<file path="src/rtl/sr_shift_arbiter_if.sv">
// Bus between parallel-word requesters (master side) and the serial-lane arbiter (slave side).
// WIDTH must match the WIDTH of the sr_shift_arbiter bound to this interface.
interface sr_shift_arbiter_if #(
  parameter int WIDTH = 8
);
  logic             req0;
  logic [WIDTH-1:0] data0;
  logic             req1;
  logic [WIDTH-1:0] data1;
  logic             ack0;
  logic             ack1;
  logic             so;
  logic             so_valid;
  logic             so_owner;
  logic             so_last;
  logic             busy;

  modport master (
    output req0, data0, req1, data1,
    input  ack0, ack1, so, so_valid, so_owner, so_last, busy
  );

  modport slave (
    input  req0, data0, req1, data1,
    output ack0, ack1, so, so_valid, so_owner, so_last, busy
  );
endinterface

</file>
<file path="src/rtl/sr_shift_arbiter.sv">
// Two-requester round-robin arbiter feeding one MSB-first serial lane,
// with a fixed inter-frame gap after every frame.
module sr_shift_arbiter #(
  parameter int WIDTH = 8,
  parameter int GAP   = 1
) (
  input  logic               clk,
  input  logic               rst,
  sr_shift_arbiter_if.slave  bus
);
  localparam int CW = (WIDTH > 1) ? $clog2(WIDTH) : 1;
  localparam int GW = (GAP > 1) ? $clog2(GAP) : 1;
  localparam logic [CW-1:0] CNT_LAST = CW'(WIDTH - 1);
  localparam logic [GW-1:0] GAP_LAST = GW'((GAP > 0) ? GAP - 1 : 0);

  typedef enum logic [1:0] {
    S_IDLE,
    S_SHIFT,
    S_GAP
  } state_t;

  state_t           r_state;
  logic [WIDTH-1:0] r_sr;
  logic [CW-1:0]    r_cnt;
  logic [GW-1:0]    r_gap;
  logic             r_rr;
  logic             r_owner;
  logic             r_ack0;
  logic             r_ack1;

  logic [WIDTH-1:0] w_sr_shl;
  logic             w_gnt_valid;
  logic             w_gnt_idx;

  // A one-bit frame has nothing left to shift in; avoid the empty slice.
  generate
    if (WIDTH == 1) begin : g_w1
      assign w_sr_shl = '0;
    end else begin : g_wn
      assign w_sr_shl = {r_sr[WIDTH-2:0], 1'b0};
    end
  endgenerate

  always_comb begin
    w_gnt_valid = bus.req0 | bus.req1;
    w_gnt_idx   = (bus.req0 && bus.req1) ? ~r_rr : bus.req1;
  end

  always_ff @(posedge clk) begin
    if (rst) begin
      r_state <= S_IDLE;
      r_sr    <= '0;
      r_cnt   <= '0;
      r_gap   <= '0;
      r_rr    <= 1'b1;
      r_owner <= 1'b0;
      r_ack0  <= 1'b0;
      r_ack1  <= 1'b0;
    end else begin
      r_ack0 <= 1'b0;
      r_ack1 <= 1'b0;
      case (r_state)
        S_IDLE: begin
          if (w_gnt_valid) begin
            r_sr    <= w_gnt_idx ? bus.data1 : bus.data0;
            r_cnt   <= '0;
            r_rr    <= w_gnt_idx;
            r_owner <= w_gnt_idx;
            r_ack0  <= ~w_gnt_idx;
            r_ack1  <= w_gnt_idx;
            r_state <= S_SHIFT;
          end
        end
        S_SHIFT: begin
          r_sr  <= w_sr_shl;
          r_cnt <= r_cnt + 1'b1;
          if (r_cnt == CNT_LAST) begin
            r_cnt <= '0;
            r_gap <= '0;
            if (GAP > 0) begin
              r_state <= S_GAP;
            end else begin
              r_state <= S_IDLE;
              r_owner <= 1'b0;
            end
          end
        end
        S_GAP: begin
          if (r_gap == GAP_LAST) begin
            r_state <= S_IDLE;
            r_owner <= 1'b0;
          end else begin
            r_gap <= r_gap + 1'b1;
          end
        end
        default: begin
          r_state <= S_IDLE;
          r_owner <= 1'b0;
        end
      endcase
    end
  end

  // sr is all-zero outside SHIFT, so so needs no extra gating.
  assign bus.so       = r_sr[WIDTH-1];
  assign bus.so_valid = (r_state == S_SHIFT);
  assign bus.so_last  = (r_state == S_SHIFT) && (r_cnt == CNT_LAST);
  assign bus.so_owner = r_owner;
  assign bus.busy     = (r_state != S_IDLE);
  assign bus.ack0     = r_ack0;
  assign bus.ack1     = r_ack1;
endmodule

</file>
<file path="src/flat_wrapper.sv">
// flat-port wrapper written by rule: the top's interface ports become plain ports
module sr_shift_arbiter_flat 
#(
  parameter int WIDTH = 8,
  parameter int GAP   = 1
)
  (clk, rst, bus_req0, bus_data0, bus_req1, bus_data1, bus_ack0, bus_ack1, bus_so, bus_so_valid, bus_so_owner, bus_so_last, bus_busy);
  sr_shift_arbiter_if #(.WIDTH(WIDTH)) bus_i ();
  input  logic clk;
  input  logic rst;
  input wire logic [$bits(bus_i.req0)-1:0] bus_req0;
  input wire logic [$bits(bus_i.data0)-1:0] bus_data0;
  input wire logic [$bits(bus_i.req1)-1:0] bus_req1;
  input wire logic [$bits(bus_i.data1)-1:0] bus_data1;
  output wire logic [$bits(bus_i.ack0)-1:0] bus_ack0;
  output wire logic [$bits(bus_i.ack1)-1:0] bus_ack1;
  output wire logic [$bits(bus_i.so)-1:0] bus_so;
  output wire logic [$bits(bus_i.so_valid)-1:0] bus_so_valid;
  output wire logic [$bits(bus_i.so_owner)-1:0] bus_so_owner;
  output wire logic [$bits(bus_i.so_last)-1:0] bus_so_last;
  output wire logic [$bits(bus_i.busy)-1:0] bus_busy;
  assign bus_i.req0 = bus_req0;
  assign bus_i.data0 = bus_data0;
  assign bus_i.req1 = bus_req1;
  assign bus_i.data1 = bus_data1;
  assign bus_ack0 = bus_i.ack0;
  assign bus_ack1 = bus_i.ack1;
  assign bus_so = bus_i.so;
  assign bus_so_valid = bus_i.so_valid;
  assign bus_so_owner = bus_i.so_owner;
  assign bus_so_last = bus_i.so_last;
  assign bus_busy = bus_i.busy;
  sr_shift_arbiter #(.WIDTH(WIDTH), .GAP(GAP)) u_core (.clk(clk), .rst(rst), .bus(bus_i));
endmodule
</file>
<file path="config.mk">
export PLATFORM = sky130hd
export DESIGN_NAME = sr_shift_arbiter_flat
export DESIGN_NICKNAME = d
export VERILOG_FILES = /design/src/rtl/sr_shift_arbiter_if.sv /design/src/rtl/sr_shift_arbiter.sv /design/src/flat_wrapper.sv
export SDC_FILE = /design/constraint.sdc
export NUM_CORES = 1
export LEC_CHECK = 0
export CAP_MARGIN = 40
export CORE_MARGIN = 4
export CORE_UTILIZATION = 41
export CTS_CLUSTER_DIAMETER = 60
export CTS_CLUSTER_SIZE = 25
export DETAILED_ROUTE_END_ITERATION = 7
export GPL_TIMING_DRIVEN = 1
export MAX_ROUTING_LAYER = met4
export PLACE_DENSITY = 0.71
export SYNTH_ARGS = -nofsm -noshare
export SYNTH_HDL_FRONTEND = slang
export SYNTH_SLANG_ARGS = --single-unit
</file>
<file path="constraint.sdc">
create_clock -name clk -period 1.2 [get_ports clk]
set_input_delay 0.12 -clock clk [delete_from_list [all_inputs] [get_ports clk]]
set_output_delay 0.12 -clock clk [all_outputs]
set_load 0.03 [all_outputs]
</file>
# --- After elaboration in Yosys (flattened, before gate mapping) ---
# Cells that the tools add are included.
# Widths: inputs -> output; s select.
word_totals:
  wordCells: 51
  ff_bits: 18
  in_bits: 20
  out_inout_bits: 7
op_classes:
  n_eq_ne: 6
  reduce_logical: 12
  bitwise_logic: 6
  muxes: 17
  addsub: 2
op_table:
  columns: ["cell", "n"]
  rows:
  - ["$mux 8", 2]
  - ["$pmux 8 s2", 1]
  - ["$mux 2", 3]
  - ["$mux 3", 2]
  - ["$pmux 2 s3", 1]
  - ["$pmux 3 s2", 1]
  - ["$reduce_and 2->1", 3]
  - ["$reduce_and 3->1", 2]
  - ["$reduce_bool 2->1", 3]
  - ["$mux 1", 5]
  - ["$not 1->1", 5]
  - ["$ne 2x1->1 const B", 2]
  - ["$add 3x1->3 const B", 1]
  - ["$eq 3x3->1 const B", 1]
  - ["$pmux 1 s3", 1]
  - ["$reduce_or 3->1", 1]
  - ["$eq 2x1->1 const B", 1]
  - ["$eq 2x2->1 const B", 1]
  - ["$logic_and 1x1->1", 2]
  - ["$logic_not 2->1", 1]
  - ["$ne 2x2->1 const B", 1]
  - ["$pmux 1 s2", 1]
  - ["$add 1x1->1 const B", 1]
  - ["$or 1x1->1", 1]

# --- Depth between registers and ports, before layout ---
# Gate-level depths: netlist (run 1).
logic_depth:
  ltp_word: 5
  ltp_mapped: 6
  mapped_depth_nobuf: 5

# --- Least setup slack after synthesis (run 1) ---
# No wires, ideal clock.
synth_path:
  path_kind: "register to register"
  from: "register u_core.r_state[1]"
  to: "register u_core.r_state[1]"
  path_buffers: 2
  path_stages_with_launch: 6
  path_slack_ns: -0.133
  required_ns: 1.135
  t_arrival_ns: 1.267
  setup_ns: 0.065
  synth_period_minus_slack_ns: 1.333
  path_cell_list: "dfxtp_1 buf_6 nor2b_1 buf_2 and2_1 nor2b_1"
synth_between:
  elab_chain_len: 3
  word_cells_on_any_way: 8
  cone_classes: "5 x eq/ne; 1 x mux; 2 x reduce/logical"
synth_lines:
  columns: ["item", "line_no", "text"]
  rows:
  - ["start: declaration", "sr_shift_arbiter.sv:22", "state_t r_state;"]
  - ["start signal: assignment", "sr_shift_arbiter.sv:51", "r_state <= S_IDLE;"]
  - ["start signal: assignment", "sr_shift_arbiter.sv:71", "r_state <= S_SHIFT;"]
  - ["start signal: assignment", "sr_shift_arbiter.sv:81", "r_state <= S_GAP;"]
  - ["$eq 2x1->1 *", null, null]
  - ["net bus_so_valid", "flat_wrapper.sv:18", "output wire logic [$bits(bus_i.so_valid)-1:0] bus_so_valid;"]
  - ["$ne 2x1->1 (no source line)", null, null]
  - ["$reduce_and 3->1 (no source line)", null, null]
# Mark *: on every way through the listed nets, which the timed path passes. The rest lies on a longest branch.
# A chain may end at the register's enable or synchronous reset.

# --- Final worst setup path (run 1) ---
layout_path:
  from: "register u_core.r_cnt[0]"
  to: "output bus_so_last"
layout_between:
  elab_chain_len: 2
layout_lines:
  columns: ["item", "line_no", "text"]
  rows:
  - ["start: declaration", "sr_shift_arbiter.sv:24", "logic [CW-1:0] r_cnt;"]
  - ["start signal: assignment", "sr_shift_arbiter.sv:76", "r_cnt <= r_cnt + 1'b1;"]
  - ["$eq 3x3->1", "sr_shift_arbiter.sv:107", "assign bus.so_last = (r_state == S_SHIFT) && (r_cnt == CNT_LAST);"]
  - ["$logic_and 1x1->1", "sr_shift_arbiter.sv:107", null]
  - ["end: declaration", "flat_wrapper.sv:20", "output wire logic [$bits(bus_i.so_last)-1:0] bus_so_last;"]
# Every way passes these cells.

==> results of run 1 <==
## routing by layer
layer	vias to the layer above	wire (microns)	track usage [%]	share of wire, %
li1	440	-	-	-
met1	418	1030	19.5	40
met2	26	1380	34.3	54
met3	4	108	2.41	4.3
met4	0	26	6.88	1.0
met5	-	0	-	0
## cell usage in the layout, fill, tap and decap left out, types with 2 or more instances in the layout
cell	count
clkdlybuf4s50_1	17
buf_4	14
dfxtp_1	13
buf_6	11
mux2i_1	6
o22ai_2	6
and3b_1	5
and2_1	5
nor3_1	5
a211oi_2	3
nand2_1	3
o21ai_1	3
a21oi_1	3
inv_1	3
clkbuf_4	3
dlygate4sd2_1	3
nor2b_4	2
nor2_4	2
nor2b_1	2
a211oi_1	2
nor2_2	2
o32ai_2	2
ha_4	2
dlymetal6s2s_1	2
dfxtp_2	2
dfxtp_4	2
## critical path: cells and delay by family (launching register included)
family,cells,cell delay [ns]
flops,1,0.35
fa+ha+maj,2,0.32
simple gates,1,0.13
buf+inv,1,0.13
## cell families (layout without fill, tap and decap cells)
| group | Yosys count | in the layout | synth area share (%) |
|---|---|---|---|
| AND/OR/NAND/NOR | 33 | 33 | 21.2 |
| AO/OA/AOI/OAI | 26 | 26 | 24.0 |
| flip-flops | 17 | 17 | 37.5 |
| buffers and inverters | 12 | 57 | 7.86 |
| multiplexers | 6 | 6 | 6.62 |
| adder cells (fa/ha/maj) | 2 | 2 | 2.76 |
## layout make-up
| type | count | area [sq um] | share of cell area [%] |
|---|---|---|---|
| clock buffer | 3 | 22.5 | 1.48 |
| clock inverter | 1 | 5.00 | 0.329 |
| inverter | 4 | 17.5 | 1.15 |
| multi-input combinational | 67 | 611 | 40.2 |
| sequential | 17 | 350 | 23.0 |
| tap | 27 | 33.8 | 2.22 |
| timing repair buffer | 49 | 480 | 31.6 |
## flip-flops by register name, indices dropped and copies added (netlist names)
register and cells:
u_core.r_rr 1, u_core.bus.so_owner 1, u_core.r_sr 8, u_core.r_cnt 3, u_core.bus.ack1 1, u_core.r_state 2
u_core.bus.ack0 1
## timing repair
| item | 4_1_cts | 5_1_grt |
|---|---|---|
| setup buffers | 4 | 4 |
| setup endpoints to repair | 23 | 20 |
| endpoints found under the hold margin | 0 | 0 |
| pin swaps | 8 | 5 |
| resized for setup | 36 | 13 |
## power breakdown
part | switching [W] | internal (W)
Clock | 0.000189 | 0.000124
Combinational | 0.000166 | 0.000224
Sequential | 0.0000269 | 0.000599
## metrics by stage
step | utilization, % | instances | setup WS (ns)
CTS | 72.6 | 166 | -0.148
finish | 75.2 | 168 | -0.145
global placement | 63.6 | 158 | -0.323
detailed placement | 63.6 | 158 | -0.418
global route | 75.2 | 168 | -0.178
floorplan | - | 96 | -0.0661
## path summary, 6_finish.rpt
kind / startpoint / end / cells after the start
setup / recovery: u_core.r_cnt[0] / bus_so_last / 4
hold reg to reg: u_core.r_sr[6] / u_core.r_sr[6] / 2
setup reg to reg: u_core.r_state[0] / u_core.r_sr[5] / 4
hold / removal: bus_req0 / u_core.r_rr / 3
==> results.json, run 1 <==
{
  "status": "finished, violations left",
  "root_buffer": "clkbuf_4",
  "nets": 164,
  "slew_viol_final": 0,
  "syn_area_per_cell_sq_um": 9.45,
  "period_share_pct": 112,
  "fin_skew_ns": 0.00368,
  "syn_inst": 96,
  "fin_setup_tns_ns": -1.29,
  "end_kind": "output port",
  "setup-violations-final": 14,
  "critPathSlowestCell": "dfxtp_2",
  "worstMarginPinSlew_ns": 0.375,
  "grt_max_degree": 18,
  "rsz0062_at_grt": "yes",
  "dieWidth_microns": 55.0,
  "drc": 0,
  "diodes": 0,
  "io_pins": 27,
  "path_common_cell": "ha_4",
  "timing.hold.ws_ns": 0.273,
  "gp_congestion": 0.740,
  "cts_sinks": 17,
  "io_buffer_count": 26,
  "core.rowCount": 16,
  "cts_tree": "done",
  "core_sq_mm": 0.00202,
  "synth_common_cells": "dfxtp_1, and2_1, mux2i_1, nor3_1",
  "fin_ws_ns": -0.145,
  "post_synth_instance_area_sq_um": 907,
  "syn-num-nets": 118,
  "seq_area_frac_synth_pct": 37.5,
  "synthTopCellsByArea": "dfxtp_1, o22ai_2, mux2i_1, and3b_1, a211oi_1",
  "die_h_microns": 55.0,
  "yosysMostFrequentCell": "dfxtp_1",
  "p_per_area_mw_per_mm2": 875,
  "synth_edf_count": 0,
  "fin_crit_ns": 1.34,
  "synth_largest_area_cell": "dfxtp_1",
  "critPathMaxStageDelay_ns": 0.35,
  "dp_hpwl_mm": 1.54,
  "violations": "setup timing",
  "numCtsBuffers": 3,
  "syn_to_final_growth_pct": 67.6,
  "clkTransAtPathRegs_ns": 0.10,
  "gr-total-overflow": 0,
  "cp_max_fo": 3,
  "drv_cap": 0,
  "dr.pass1.iters": 4,
  "p_leak_nw": 0.668,
  "path_class": "flop to output port",
  "cp_data_required_time_ns": 1.08,
  "initial_utilization_pct": 44.9,
  "vdd_drop_max_uv": 570,
  "start_kind": "flop",
  "drtIter0Drc": 7,
  "postSynth.asyncResetShare_pct": 0,
  "power.total_w": 0.00133,
  "finalHoldViolCount": 0,
  "antenna_found_initial": 0,
  "synth_top_cell_area_share_pct": 37.5,
  "grt_pass1_wl_mm": 3.82,
  "synthDistinctLibCells": 32,
  "r2r_slack_ns": -0.13,
  "hold_buffers": 0,
  "vias_per_cell": 5.29,
  "drive_above_1_share_pct": 41.1,
  "die-area_sq_mm": 0.00303,
  "fillers": 140,
  "clk_latency_ns": 0.29,
  "fin_area_sq_mm": 0.00152,
  "vias": 888,
  "crit_chain": "ha_4 > ha_4 > and2_4 > buf_6",
  "synth-seq-cells": 17,
  "drt_wl_total_mm": 2.54,
  "synth_warnings": 0,
  "ant_nets": 0,
  "arrival_ns": 1.22,
  "gr-usage-all-layers_pct": 18.3,
  "wire_per_inst_microns": 15.1,
  "timing.fmax_mhz": 744,
  "slew_headroom_pct": 74.9,
  "h-tree-depth": 1,
  "ys.flop_type": "dfxtp_1",
  "hp-class": "primary input to flop",
  "cts_buffer_depth": 2,
  "place_area_sq_mm": 0.00129,
  "grt_pass1_vias": 896
}
Note: power is estimated with default switching activity, not from simulation.
==> inputs of run 2 (changes only) <==
--- a/config.mk
+++ b/config.mk
@@ -14,6 +14,7 @@
 export GPL_TIMING_DRIVEN = 1
 export MAX_ROUTING_LAYER = met4
 export PLACE_DENSITY = 0.71
+export SKIP_CTS_REPAIR_TIMING = 1
 export SYNTH_ARGS = -nofsm -noshare
 export SYNTH_HDL_FRONTEND = slang
 export SYNTH_SLANG_ARGS = --single-unit
==> results.json, run 2 (same netlist as run 1, synthesis figures left out) <==
{
  "status": "finished, violations left",
  "violations": "setup timing",
  "timing.fmax_mhz": 724,
  "fin_skew_ns": 0.00563,
  "end_kind": "output port",
  "die-area_sq_mm": 0.00303,
  "gp_congestion": 0.740,
  "ant_nets": 0,
  "rsz0062_at_grt": "yes",
  "p_switching_w": 0.000401,
  "dp_hpwl_mm": 1.54,
  "wire_per_inst_microns": 15.1,
  "grt_pass1_wl_mm": 3.35,
  "diodes": 0,
  "die_h_microns": 55.0,
  "internal_power_w": 0.000962,
  "drc": 0,
  "ff_latch_area_sq_um": 350,
  "cts_buffer_depth": 2,
  "start_kind": "flop",
  "slew_viol_final": 0,
  "grt_max_degree": 18,
  "antenna_found_initial": 0,
  "io_buffer_count": 26,
  "setup-violations-final": 15,
  "gr-usage-all-layers_pct": 15.9,
  "core_sq_mm": 0.00202,
  "hp-class": "primary input to flop",
  "crit_chain": "buf_6 > nor2b_4 > and2_4 > buf_6",
  "path_common_cell": "buf_6",
  "power.total_w": 0.00136,
  "pwr-share-seq_pct": 45.9,
  "cts_sinks": 17,
  "io_pins": 27,
  "dieWidth_microns": 55.0,
  "syn_to_final_growth_pct": 75.6,
  "fin_crit_ns": 1.38,
  "fin_util_pct": 78.8,
  "root_buffer": "clkbuf_4",
  "grt_pass1_vias": 809,
  "critPathMaxStageDelay_ns": 0.40,
  "cp_max_fo": 6,
  "largest_reg_flops": 8,
  "initial_utilization_pct": 44.9,
  "worstMarginPinSlew_ns": 0.302,
  "drt_wl_total_mm": 2.52,
  "final_common_cell": "clkdlybuf4s50_1",
  "numCtsBuffers": 3,
  "arrival_ns": 1.26,
  "clkTransAtPathRegs_ns": 0.11,
  "p_per_area_mw_per_mm2": 856,
  "core.rowCount": 16,
  "vias": 890,
  "gr-total-overflow": 0,
  "p_leak_nw": 0.722,
  "cts_tree": "done",
  "drtIter0Drc": 7,
  "vias_per_cell": 5.33,
  "dr.pass1.iters": 2,
  "p_sw_share_pct": 29.4,
  "place_area_sq_mm": 0.00129,
  "path_class": "flop to output port",
  "period_share_pct": 115,
  "nets": 163,
  "fin_area_sq_mm": 0.00159,
  "vdd_drop_max_uv": 687,
  "finalHoldViolCount": 0,
  "multi_input_area_sq_um": 661,
  "drv_cap": 0,
  "h-tree-depth": 1,
  "critPathSlowestCell": "dfxtp_4",
  "fillers": 128,
  "cp_data_required_time_ns": 1.08,
  "clk_latency_ns": 0.30,
  "slew_headroom_pct": 79.4,
  "clkPwrFrac_pct": 23.4,
  "largest_register": "u_core.r_sr",
  "drive_above_1_share_pct": 45.0,
  "mostFrequentLayoutCells": "clkdlybuf4s50_1, dfxtp_1, buf_6",
  "combPwrFrac_pct": 30.7,
  "top_regs": "u_core.r_sr x8, u_core.r_cnt x3, u_core.r_state x2",
  "fin_ws_ns": -0.180
}
-- run 2: changes by cell type in the layout (fill, tap and decap cells not counted), moves of 2 or more --
cell,before,now
nor3_1,5,1
o21ai_1,3,1
nor3_2,0,2
dlygate4sd2_1,3,0
dlymetal6s2s_1,2,6
nor3_4,1,3
o21ai_2,0,2
nor2_2,2,0
buf_4,14,11
-- run 2: area by class of cell --
cell class,count,area share (%)
clock inverters,1,0.314
repair buffers,48,31.6
inverters,4,1.10
multi-input cells,67,41.5
clock buffers,3,1.41
well taps,27,2.12
flip-flops and latches,17,22.0
-- run 2: worst paths after layout --
path	slack, ns	cells after the start	start	endpoint
max	-0.18	4	u_core.r_state[0]	bus_so_last
min	0.27	3	bus_req0	u_core.r_rr
max reg2reg	-0.15	6	u_core.r_state[0]	u_core.r_sr[5]
min reg2reg	0.48	2	u_core.r_sr[0]	u_core.r_sr[0]
-- run 2: critical path: cells and delay by family (launching register included) --
kind | cells | cell delay (ns)
DFF | 1 | 0.40
and+or+nand+nor | 2 | 0.32
buffers and inverters | 2 | 0.24
-- run 2: metrics by stage --
stage                     instances  setup TNS (ns)  hold slack (ns)  worst slack (ns)
after global placement          158           -3.60            0.440            -0.323
after global routing            167           -2.57            0.292            -0.224
after floorplan                  96          -0.413            0.192           -0.0661
final                           167           -1.66            0.272            -0.180
after CTS                       162           -4.46            0.470            -0.431
after detailed placement        158           -4.27            0.455            -0.418
-- run 2: routing by layer --
layer / part of all wire [%] / vias to the layer above / GRT usage (%)
met5: 0 / - / -
met1: 42 / 422 / 17.9
met2: 53 / 20 / 28.1
li1: - / 444 / -
met4: 1.6 / 0 / 6.07
met3: 3.8 / 4 / 2.41
-- run 2: power by group through the flow --
stage | clock network, W | registers [W] | logic, W
floorplan | 0 | 0.000649 | 0.000151
global placement | 0 | 0.000635 | 0.000314
detailed placement | 0 | 0.000637 | 0.000320
CTS | 0.000319 | 0.000624 | 0.000323
global route | 0.000341 | 0.000631 | 0.000447
finish | 0.000319 | 0.000626 | 0.000418
==> inputs of run 3 (changes only) <==
--- a/config.mk
+++ b/config.mk
@@ -5,7 +5,7 @@
 export SDC_FILE = /design/constraint.sdc
 export NUM_CORES = 1
 export LEC_CHECK = 0
-export CAP_MARGIN = 40
+export CAP_MARGIN = 15
 export CORE_MARGIN = 4
 export CORE_UTILIZATION = 41
 export CTS_CLUSTER_DIAMETER = 60
==> results of run 3 <==
Final layout, timing and power as in run 2 (identical DEF).
==> RTL edit (flow settings as in run 3) <==
`WIDTH` is set to 8 in 3 places; all go to 16.
--- a/src/rtl/sr_shift_arbiter_if.sv
+++ b/src/rtl/sr_shift_arbiter_if.sv
@@ -3,3 +3,3 @@
 interface sr_shift_arbiter_if #(
-  parameter int WIDTH = 8
+  parameter int WIDTH = 16
 );
--- a/src/rtl/sr_shift_arbiter.sv
+++ b/src/rtl/sr_shift_arbiter.sv
@@ -3,3 +3,3 @@
 module sr_shift_arbiter #(
-  parameter int WIDTH = 8,
+  parameter int WIDTH = 16,
   parameter int GAP   = 1
--- a/src/flat_wrapper.sv
+++ b/src/flat_wrapper.sv
@@ -3,3 +3,3 @@
 #(
-  parameter int WIDTH = 8,
+  parameter int WIDTH = 16,
   parameter int GAP   = 1
Interface: changed (resized bus_data0 and bus_data1); port bits go from 27 to 43. No check against the original RTL was run, so the function may have changed too.
==> RTL edit against run 3 <==
  * The run still ends with setup timing left
  * Area after synthesis is 59% higher
  * Sequential cell count is 9 higher
  * Hold slack worse by 0.016 ns
  * Non-clock buffer count is 22 higher
  * Final area is 52% higher
  * Global-route usage is 1.7 points higher
  * Worst setup slack worse by 0.018 ns
  * Clock power is 43% higher
  * Routed wire length is 80% higher
  * Via count is 69% higher
  * Power is 64% higher
  * Critical path type unchanged
  * Largest cell class unchanged
==> RTL edit: results <==
INSERT INTO impl_metrics (metric_group, metric, value, unit) VALUES
('synth', 'syn_inst', '168', ''),
('placed_design', 'post-place-ws', '-0.431', 'ns'),
('sta', 'timing.setup.tns', '-2.03', 'ns'),
('grt', 'groute.layer.met3.usage', '4.33', '%'),
('critical_path', 'worstSetupEndpoint', 'bus_busy', ''),
('final_layout', 'fillCellCount', '267', ''),
('synth', 'synth-seq-area-share', '36.0', '%'),
('synth', 'synthDistinctLibCells', '40', ''),
('run_status', 'outcome', 'finished, violations left', ''),
('power', 'p_sw', '680', 'uW'),
('sta', 'finalSetupViolCount', '23', ''),
('run_status', 'failed_checks', 'setup timing', ''),
('grt', 'gr-usage-all-layers', '17.6', '%'),
('sta', 'minimum_setup_slack_in_the_final_design', '-0.198', 'ns'),
('final_layout', 'layout.nonclk_buf_share', '29.9', '%'),
('placed_design', 'finalWeightedCongestion', '0.771', ''),
('final_layout', 'layout.clock.cell_area_share', '1.49', '%'),
('final_layout', 'drive_above_1_share', '36.1', '%'),
('power', 'clock_power', '457', 'uW'),
('route', 'wl_final', '4530', 'um'),
('grt', 'grt_pass1_wl', '6070', 'um'),
('clock_network', 'worst_setup_hold_path_clk_slew', '0.14', 'ns'),
('placed_design', 'port_buffers', '42', ''),
('final_layout', 'n_all_inverters', '15', ''),
('synth', 'synth_commonest_cells', 'sky130_fd_sc_hd__dfxtp_1 (26), sky130_fd_sc_hd__nor3_1 (24), sky130_fd_sc_hd__nand3_1 (14)', '');
==> RTL edit: cell types whose count changed after synthesis, moves of 7 or more <==
cell	change
sky130_fd_sc_hd__or2b_1	+7
sky130_fd_sc_hd__nor3_1	+18
sky130_fd_sc_hd__nand3_1	+14
sky130_fd_sc_hd__dfxtp_1	+9
sky130_fd_sc_hd__inv_1	+10
sky130_fd_sc_hd__o32ai_1	+7
==> RTL edit: per-layer routing <==
layer	share of wire, %	vias to the layer above
li1	-	740
met1	39	718
met2	54	42
met3	5.4	8
met4	1.6	0
met5	0	-
==> RTL edit: cells by family after synthesis <==
group | after synthesis | synth area share (%)
adders and majority gates | 1 | 0.865
muxes | 4 | 2.77
buffers and inverters | 27 | 10.8
and+or+nand+nor | 74 | 29.8
AOI/OAI and AO/OA | 36 | 19.7
DFF | 26 | 36.0
